==> config.mk <==
export PLATFORM = sky130hd
export DESIGN_NAME = clk_freq_duty_monitor
export DESIGN_NICKNAME = d
export VERILOG_FILES = /design/src/rtl/clk_freq_duty_monitor.sv
export SDC_FILE = /design/constraint.sdc
export NUM_CORES = 1
export LEC_CHECK = 0
export CAP_MARGIN = 20
export CORE_UTILIZATION = 54
export DETAILED_ROUTE_END_ITERATION = 16
export PLACE_DENSITY_LB_ADDON = 0.25
export SLEW_MARGIN = 5
export SYNTH_ARGS = -nofsm -noshare
export SYNTH_HDL_FRONTEND = slang
export SYNTH_SLANG_ARGS = --single-unit
export TNS_END_PERCENT = 1
==> constraint.sdc <==
create_clock -name clk -period 3.1 [get_ports clk]
set_clock_uncertainty 0.15 [all_clocks]
set_input_delay 0.775 -clock clk [delete_from_list [all_inputs] [get_ports clk]]
set_output_delay 0.775 -clock clk [all_outputs]
set_load 0.02 [all_outputs]
==> src/rtl/clk_freq_duty_monitor.sv <==
// Measures mon_clk period and high time in clk cycles, back to back, with tolerance checks and stuck detection.
// Latency: a report lands 1 cycle after the synchronised closing rise. No backpressure: meas_valid is a one-cycle pulse.
module clk_freq_duty_monitor #(
   parameter int CNT_W      = 16,
   parameter int EXP_PERIOD = 100,
   parameter int EXP_HIGH   = 50,
   parameter int TOL        = 2,
   parameter int TIMEOUT    = 1024
) (
   input  logic             clk,
   input  logic             rst_n,
   input  logic             enable,
   input  logic             mon_clk,
   output logic             meas_valid,
   output logic [CNT_W-1:0] period_cnt,
   output logic [CNT_W-1:0] high_cnt,
   output logic             period_ok,
   output logic             duty_ok,
   output logic             stuck,
   output logic [7:0]       err_cnt
);

   // Bounds are one bit wider than the counters so EXP+TOL cannot wrap.
   localparam logic [CNT_W:0] PER_LO = (CNT_W+1)'((TOL > EXP_PERIOD) ? 0 : EXP_PERIOD - TOL);
   localparam logic [CNT_W:0] PER_HI = (CNT_W+1)'(EXP_PERIOD + TOL);
   localparam logic [CNT_W:0] HI_LO  = (CNT_W+1)'((TOL > EXP_HIGH) ? 0 : EXP_HIGH - TOL);
   localparam logic [CNT_W:0] HI_HI  = (CNT_W+1)'(EXP_HIGH + TOL);
   localparam logic [CNT_W-1:0] TMO  = CNT_W'(TIMEOUT - 1);

   typedef enum logic [1:0] {IDLE, WAIT_RISE, MEAS_HIGH, MEAS_LOW} state_t;

   state_t           state;
   logic             s1, s2, s3;
   logic [CNT_W-1:0] cnt;
   logic [CNT_W-1:0] hi;
   logic             rise, fall, tmo;
   logic             pok_nxt, dok_nxt;

   assign rise    = s2 & ~s3;
   assign fall    = ~s2 & s3;
   assign tmo     = (cnt == TMO);
   assign pok_nxt = ({1'b0, cnt} >= PER_LO) && ({1'b0, cnt} <= PER_HI);
   assign dok_nxt = ({1'b0, hi} >= HI_LO) && ({1'b0, hi} <= HI_HI);

   always_ff @(posedge clk or negedge rst_n) begin
      if (!rst_n) begin
         s1 <= 1'b0;
         s2 <= 1'b0;
         s3 <= 1'b0;
      end else begin
         s1 <= mon_clk;
         s2 <= s1;
         s3 <= s2;
      end
   end

   always_ff @(posedge clk or negedge rst_n) begin
      if (!rst_n) begin
         state      <= IDLE;
         cnt        <= '0;
         hi         <= '0;
         meas_valid <= 1'b0;
         period_cnt <= '0;
         high_cnt   <= '0;
         period_ok  <= 1'b0;
         duty_ok    <= 1'b0;
         stuck      <= 1'b0;
         err_cnt    <= 8'd0;
      end else begin
         meas_valid <= 1'b0;
         if (!enable) begin
            state <= IDLE;
            cnt   <= '0;
         end else begin
            case (state)
               IDLE: begin
                  cnt   <= '0;
                  state <= WAIT_RISE;
               end
               WAIT_RISE: begin
                  if (rise) begin
                     cnt   <= CNT_W'(1);
                     state <= MEAS_HIGH;
                  end else if (tmo) begin
                     stuck <= 1'b1;
                     cnt   <= '0;
                     state <= WAIT_RISE;
                  end else begin
                     cnt <= cnt + 1'b1;
                  end
               end
               MEAS_HIGH: begin
                  if (fall) begin
                     hi    <= cnt;
                     cnt   <= cnt + 1'b1;
                     state <= MEAS_LOW;
                  end else if (tmo) begin
                     stuck <= 1'b1;
                     cnt   <= '0;
                     state <= WAIT_RISE;
                  end else begin
                     cnt <= cnt + 1'b1;
                  end
               end
               MEAS_LOW: begin
                  if (rise) begin
                     // The closing rise also opens the next period.
                     period_cnt <= cnt;
                     high_cnt   <= hi;
                     period_ok  <= pok_nxt;
                     duty_ok    <= dok_nxt;
                     meas_valid <= 1'b1;
                     stuck      <= 1'b0;
                     if ((!pok_nxt || !dok_nxt) && (err_cnt != 8'hFF))
                        err_cnt <= err_cnt + 8'd1;
                     cnt   <= CNT_W'(1);
                     state <= MEAS_HIGH;
                  end else if (tmo) begin
                     stuck <= 1'b1;
                     cnt   <= '0;
                     state <= WAIT_RISE;
                  end else begin
                     cnt <= cnt + 1'b1;
                  end
               end
               default: begin
                  cnt   <= '0;
                  state <= IDLE;
               end
            endcase
         end
      end
   end

endmodule

## After elaboration in Yosys (flattened, before gate mapping)

Index checks and enable logic that the tools add are counted.

| storage, ports and cells | value |
|---|---|
| register bits | 81 |
| bits of input ports | 4 |
| output and inout port bits | 44 |
| word-level logic and storage cells | 61 |

| operators by class | value |
|---|---|
| $add $sub $neg | 2 |
| order comparisons | 4 |
| equality and inequality tests | 7 |
| mux-type cells | 18 |
| bitwise gates (word level) | 4 |
| reductions and logical operators | 13 |

Operator list:

| operator | number |
|---|---|
| $mux 16 | 4 |
| $pmux 16 s3 | 1 |
| $add 16x1->16 const B | 1 |
| $eq 16x10->1 const B | 1 |
| $ge 16x6->1 const B | 1 |
| $ge 16x7->1 const B | 1 |
| $le 16x6->1 const B | 1 |
| $le 16x7->1 const B | 1 |
| $add 8x1->8 const B | 1 |
| $mux 2 | 4 |
| $ne 8x8->1 const B | 1 |
| $reduce_and 4->1 | 2 |
| $mux 1 | 7 |
| $pmux 2 s3 | 1 |
| $reduce_and 3->1 | 2 |
| $eq 2x2->1 const B | 2 |
| $ne 2x2->1 const B | 2 |
| $logic_and 1x1->1 | 3 |
| $pmux 1 s3 | 1 |
| $reduce_bool 3->1 | 1 |
| $and 1x1->1 | 2 |
| $eq 2x1->1 const B | 1 |
| $logic_not 1->1 | 2 |
| $logic_not 2->1 | 1 |
| other kinds (3) | 4 |

## Logic depth before layout (Yosys ltp)

Gate-level depths: netlist (run 1).

| depth | value |
|---|---|
| depth after elaboration | 6 |
| mapped depth | 8 |
| mapped depth without buffers | 6 |

## Least setup slack after synthesis (run 1)

OpenSTA, ideal clock, no wires.

| timing path | value |
|---|---|
| path kind | reg2reg |
| from | register err_cnt[0] |
| to | register err_cnt[1] |
| library setup time | 0.125 ns |
| arrival time | 1.970 ns |
| data required time | 2.825 ns |
| setup slack | 0.855 ns |
| stages on the path, launching flop included | 6 |
| buffers on the path | 0 |
| clock period less this slack | 2.245 ns |
| path through | dfrtp_1 -> ha_1 -> and3_1 -> a311oi_1 -> a21boi_2 -> mux2_4 |

| between the ends | value |
|---|---|
| cells in the longest elaborated chain, start to end | 3 |
| elaborated cells on any way between the ends | 4 |
| classes of those cells | add/sub: 1; eq/ne: 1; reduce/logical: 2 |

RTL lines:

| item | line | source |
|---|---|---|
| start: declaration | 20 | `output logic [7:0] err_cnt` |
| start signal: assignment | 115 | `err_cnt <= err_cnt + 8'd1;` |
| parallel branches: the longest is 3 deep, another holds $add 8x1->8 | -- |  |

Parallel ways; which one is timed is not known.
A chain may end at the register's enable or synchronous reset.

## Worst setup path after layout (run 1)

| timing path | value |
|---|---|
| from | register cnt[12] |
| to | register err_cnt[1] |

| between the ends | value |
|---|---|
| cells in the longest elaborated chain, start to end | 6 |
| elaborated cells on any way between the ends | 7 |
| classes of those cells | order compare: 2; reduce/logical: 5 |

RTL lines:

| item | line | source |
|---|---|---|
| start: declaration | 34 | `logic [CNT_W-1:0] cnt;` |
| start signal: assignment | 89 | `cnt <= cnt + 1'b1;` |
| start signal: assignment | 95 | `cnt <= cnt + 1'b1;` |
| start signal: assignment | 102 | `cnt <= cnt + 1'b1;` |
| $ge 16x7->1 / $le 16x7->1 (equally long branches) | 42 | `assign pok_nxt = ({1'b0, cnt} >= PER_LO) && ({1'b0, cnt} <= PER_HI);` |
| $logic_and 1x1->1 * | 42 |  |
| $logic_not 1->1 * | 114 | `if ((!pok_nxt \|\| !dok_nxt) && (err_cnt != 8'hFF))` |
| $logic_or 1x1->1 * | 114 |  |
| $logic_and 1x1->1 * | 114 |  |
| $reduce_and 4->1 (no source line) * | -- |  |

Mark *: on every way between the ends. The rest lies on a longest branch, timed or not.

==> reports/qor.yml, run 1 <==
status: "completed"
yosys-top-cells-count: "dfrtp_1, mux2_2, nor2_1, nand2_1, xor2_1"
antenna_left: 0
grt_max_degree: 82
post_drt_wl_per_cell_um: 15.1
die_w_um: 80.9
finalHoldViolations: 0
yosysWarnings: 0
maxCapViolations: 0
hpwl_um: 4000
cp_max_fo: 8
synth_area_leaders: "dfrtp_1, mux2_2, xor2_1"
worstSetupPathType: "flip-flop to flip-flop"
antenna_cells: 0
dr_total_vias: 2138
synthCells: 257
totalWireLength_um: 5980
start_util_pct: 56.5
setup_viol_count_final: 0
grt_use_total_pct: 21.0
leakage_nw: 1.98
fmax_mhz: 414
drive_above_1_share_pct: 24.1
hold_buffers: 0
dp.cells: 379
worst_skew_pair.late_latency_ns: 0.35
cts.path.max_buffers: 2
numCtsBuffers: 9
irDropWorstVdd_mv: 0.307
rows: 28
core_area_um2: 5960
setup_tns_ns: 0
drt_iter0_drc: 132
fin_crit_ns: 2.41
required_ns: 3.19
drc: 0
numClockSinks: 81
syn_area_per_cell_um2: 13.1
grt_pass1_wl_um: 10100
synth_fp_nets: 264
synth_top_area_share_pct: 60.2
gp_congestion: 0.785
io_buffers: 47
synthArstFlopShare_pct: 100
antenna_found_initial: 0
start_kind: "flip-flop"
fin_cells: 395
synth.distinct_cells: 34
cts_root_buffer: "clkbuf_8"
cts_tree: "yes"
finalCritPeriodShare_pct: 77.9
top_level_ports: 48
synth_edf_count: 0
postCtsSetupBuffers: 0
final_net_count: 322
seq_area_frac_synth_pct: 60.2
slew_viol_final: 0
relSlewSlack_pct: 64.9
cts_resized: 0
overflow: 0
hp-class: "flip-flop to flip-flop"
critPathCaptureType: "flip-flop"
ys_ff_latch: 81
firstDrtPassIters: 6
die_h_um: 80.9
power.density_nw_per_um2: 467
clk_pin_slew_ns: 0.08
yosysMostFrequentCell: "dfrtp_1"
critPathArrivalTime_ns: 2.51
viasPerCell: 5.41
area_growth_pct: 23.9
grt_pass1_vias: 2061
synth_top_area_cell: "dfrtp_1"
dieArea_um2: 6550
synthFlopType: "dfrtp_1"
synthesis.area_um2: 3360
rsz0062_at_grt: "false"
worst_pin_slew_ns: 0.524
cts_max_level: 3
==> metal layers <==
metal / track usage (%) / vias up / share of wire, %
met2: 31.2 / 45 / 46
li1: - / 1019 / -
met3: 4.27 / 10 / 3.7
met1: 29.9 / 1064 / 49
met4: 9.64 / 0 / 1.6
met5: 0 / - / 0
==> power by group <==
part / switching [mW] / internal (mW)
Clock: 0.368 / 0.416
Combinational: 0.0479 / 0.0304
Sequential: 0.0145 / 1.07
Total: 0.430 / 1.52
==> registers in the layout, summed over array words and instances (netlist names), 2 cells and up <==
name        cells
cnt            16
state           2
err_cnt         8
high_cnt       16
hi             16
period_cnt     16
==> layout by cell type (no fill, tap or decap), types with 7 or more instances in the layout <==
| master | count |
|---|---|
| clkbuf_8 | 11 |
| clkdlybuf4s50_1 | 46 |
| xnor2_1 | 8 |
| buf_4 | 7 |
| mux2_2 | 48 |
| nor2_1 | 21 |
| xor2_1 | 13 |
| dfrtp_1 | 81 |
| nand2_1 | 18 |
==> final cells by class <==
class | instances | area [um^2]
well taps | 75 | 93.8
fillers | 430 | 1790
flip-flops and latches | 81 | 2030
clock inverters | 4 | 51.3
inverters | 2 | 7.51
multi-input cells | 167 | 1300
clock buffers | 12 | 155
repair buffers | 54 | 533
==> per-stage QoR <==
| step | util, % | power, mW | hold WS, ns | cell area, um^2 | worst slack, ns |
|---|---|---|---|---|---|
| detailed placement | 66.5 | 1.18 | 0.192 | 3960 | 0.466 |
| global placement | 66.5 | 1.18 | 0.188 | 3960 | 0.522 |
| floorplan | - | 1.13 | 0.181 | 3360 | 0.855 |
| global route | 70.0 | 2.02 | 0.220 | 4170 | 0.577 |
| finish | 70.0 | 1.95 | 0.208 | 4170 | 0.686 |
| CTS | 70.0 | 1.96 | 0.208 | 4170 | 0.669 |
==> worst max-delay path, cell delays in order (launching register included) <==
cell and delay, ns:
dfrtp_1 0.46, or4_4 0.57, nor3_4 0.17, nor4b_4 0.49, a21boi_2 0.15, mux2_4 0.32
==> path summary, 6_finish.rpt <==
path	slack (ns)	depth (start not counted)	start	end
setup reg to reg	0.69	5	cnt[12]	err_cnt[1]
hold / removal	0.21	0	s1	s2
setup / recovery	0.69	5	cnt[12]	err_cnt[1]
max in group asynchronous	2.16	2	rst_n	cnt[11]
min in group asynchronous	0.26	2	rst_n	err_cnt[1]
hold reg to reg	0.21	0	s1	s2
==> logic make-up (layout without fill, tap and decap cells) <==
family,Yosys count,after routing,synth area share [%]
flops,81,81,60.2
simple gates,75,75,11.9
mux,49,49,16.5
xor+xnor,21,21,5.47
compound gates,19,19,3.53
buf+inv,9,72,1.19
fa+ha+maj,3,3,1.12
Note: power is estimated with default switching activity, not from simulation.
==> inputs of run 2 (changes only) <==
--- a/config.mk
+++ b/config.mk
@@ -6,7 +6,7 @@
 export NUM_CORES = 1
 export LEC_CHECK = 0
 export CAP_MARGIN = 20
-export CORE_UTILIZATION = 54
+export CORE_UTILIZATION = 49
 export DETAILED_ROUTE_END_ITERATION = 16
 export PLACE_DENSITY_LB_ADDON = 0.25
 export SLEW_MARGIN = 5
==> constraint.sdc (replaced) <==
create_clock -name clk -period 1.96 [get_ports clk]
set_clock_uncertainty 0.15 [all_clocks]
set_input_delay 0.49 -clock clk [delete_from_list [all_inputs] [get_ports clk]]
set_output_delay 0.49 -clock clk [all_outputs]
set_load 0.02 [all_outputs]
==> reports/qor.yml, run 2 (synthesized netlist as in run 1, its figures left out) <==
status: "finished, violations left"
violations: "design-rule violations, negative setup slack"
antenna_cells: 0  # unchanged
grt_use_total_pct: 20.2  # -0.80 points
final_cell_mix: "dfrtp_1, mux2_2, dlygate4sd2_1"
cts_tree: "yes"
drive_above_1_share_pct: 32.9  # +8.8 points
power.density_nw_per_um2: 695  # +49%
worst_skew_pair.late_latency_ns: 0.35  # about the same
dr_total_vias: 2293  # +7.2%
numClockSinks: 81  # unchanged
die_w_um: 84.9  # +4.9%
firstDrtPassIters: 13  # +7
gp_congestion: 0.845  # +7.6%
clk_pin_slew_ns: 0.08  # about the same
finalHoldViolations: 0  # unchanged
antenna_left: 0  # unchanged
grt_pass1_vias: 2334  # +13%
start_kind: "flip-flop"
final_net_count: 358  # +11%
io_buffers: 47  # unchanged
dieArea_um2: 7200  # +9.9%
crit_slowest_cell: "or4_4"
numCtsBuffers: 9  # unchanged
hpwl_um: 4490  # +12%
critPathArrivalTime_ns: 2.19  # -0.32 ns
setup_ws_ns: -0.137  # -0.823 ns
rsz0062_at_grt: "true"
maxCapViolations: 0  # unchanged
grt_max_degree: 39  # -52%
finalCritPeriodShare_pct: 107  # +29 points
worst_pin_slew_ns: 0.343  # -0.180 ns
totalWireLength_um: 6450  # +7.8%
fin_crit_ns: 2.10  # -0.317 ns
antenna_found_initial: 0  # unchanged
area_growth_pct: 32.9
holdWs_ns: 0.208  # -0.000459 ns
path_cells: "or4_4 > nor3_4 > nor4b_4 > buf_4 > a21boi_2 > mux2_4"
core_area_um2: 6490  # +9.1%
cts.path.max_buffers: 2  # unchanged
required_ns: 2.05  # -1.14 ns
setup_tns_ns: -0.633  # -0.633 ns
relSlewSlack_pct: 76.9  # +12 points
die_h_um: 84.9  # +4.9%
irDropWorstVdd_mv: 0.533  # +73%
drc: 7  # +7
final_common_cell: "dfrtp_1"
start_util_pct: 51.8  # -4.7 points
cts_max_level: 3  # unchanged
setup_viol_count_final: 13  # +13
rows: 29  # +3.6%
slew_viol_final: 0  # unchanged
worstSetupPathType: "flip-flop to flip-flop"
max_stage_delay_ns: 0.53  # -0.04 ns
post_drt_wl_per_cell_um: 14.9  # -1.7%
cts_root_buffer: "clkbuf_8"
viasPerCell: 5.30  # -2.2%
drt_iter0_drc: 95  # -28%
grt_pass1_wl_um: 11200  # +10%
hp-class: "flip-flop to flip-flop"
leakage_nw: 2.44  # +23%
cp_max_fo: 5  # -3
top_level_ports: 48  # unchanged
critPathCaptureType: "flip-flop"
totalPowerFinal_mw: 3.11  # +60%
fmax_mhz: 477  # +15%
overflow: 0  # unchanged
## run 2: metrics by stage
stage,worst slack (ns),instances,instance area (um^2),util (%)
2_1_floorplan,-0.200,257,3370,-
3_3_place_gp,-0.191,413,4250,65.4
3_5_place_dp,-0.268,413,4250,65.4
4_1_cts,-0.126,430,4430,68.2
5_1_grt,-0.214,433,4470,68.9
6_report,-0.137,433,4470,68.9
## run 2: cell type report
type                    instances  area, um^2
well taps                      77        96.3
clock buffers                  12         155
clock inverters                 4        51.3
fillers                       522        2020
repair buffers                 90         812
flip-flops and latches         81        2030
inverters                       2        7.51
multi-input cells             167        1320
## run 2: path summary, 6_finish.rpt
path	cells after the start	startpoint	to	slack, ns
setup / recovery	6	cnt[13]	err_cnt[1]	-0.14
hold / removal	0	s1	s2	0.21
setup reg to reg	6	cnt[13]	err_cnt[1]	-0.14
hold reg to reg	0	s1	s2	0.21
max in group asynchronous	3	rst_n	cnt[11]	0.65
min in group asynchronous	2	rst_n	err_cnt[0]	0.42
## run 2: timing repair
item                                   in CTS  in global routing
setup endpoints to repair                  61                 30
hold buffers                                1                  0
pin swaps                                   1                  0
resized for setup                          43                  9
setup buffers                               0                  3
gates cloned                                0                  0
endpoints found under the hold margin      23                  0
## run 2: layer usage
| layer | vias to the layer above | wire [um] | track usage [%] | share of wire, % |
|---|---|---|---|---|
| li1 | 1088 | - | - | - |
| met1 | 1149 | 3120 | 27.5 | 48 |
| met2 | 45 | 2960 | 30.8 | 46 |
| met3 | 11 | 255 | 6.42 | 4.0 |
| met4 | 0 | 112 | 7.70 | 1.7 |
| met5 | - | 0 | 0 | 0 |
## run 2: worst max-delay path: cells and delay by family (launching register included)
| family | cells | cell delay (ns) |
|---|---|---|
| flops | 1 | 0.40 |
| buf+inv | 1 | 0.18 |
| compound gates | 1 | 0.07 |
| mux | 1 | 0.29 |
| simple gates | 3 | 0.89 |
## run 2: power breakdown
group	internal (mW)	total, mW	switching (mW)
logic	0.0672	0.157	0.0902
clock network	0.659	1.25	0.586
registers	1.69	1.71	0.0155
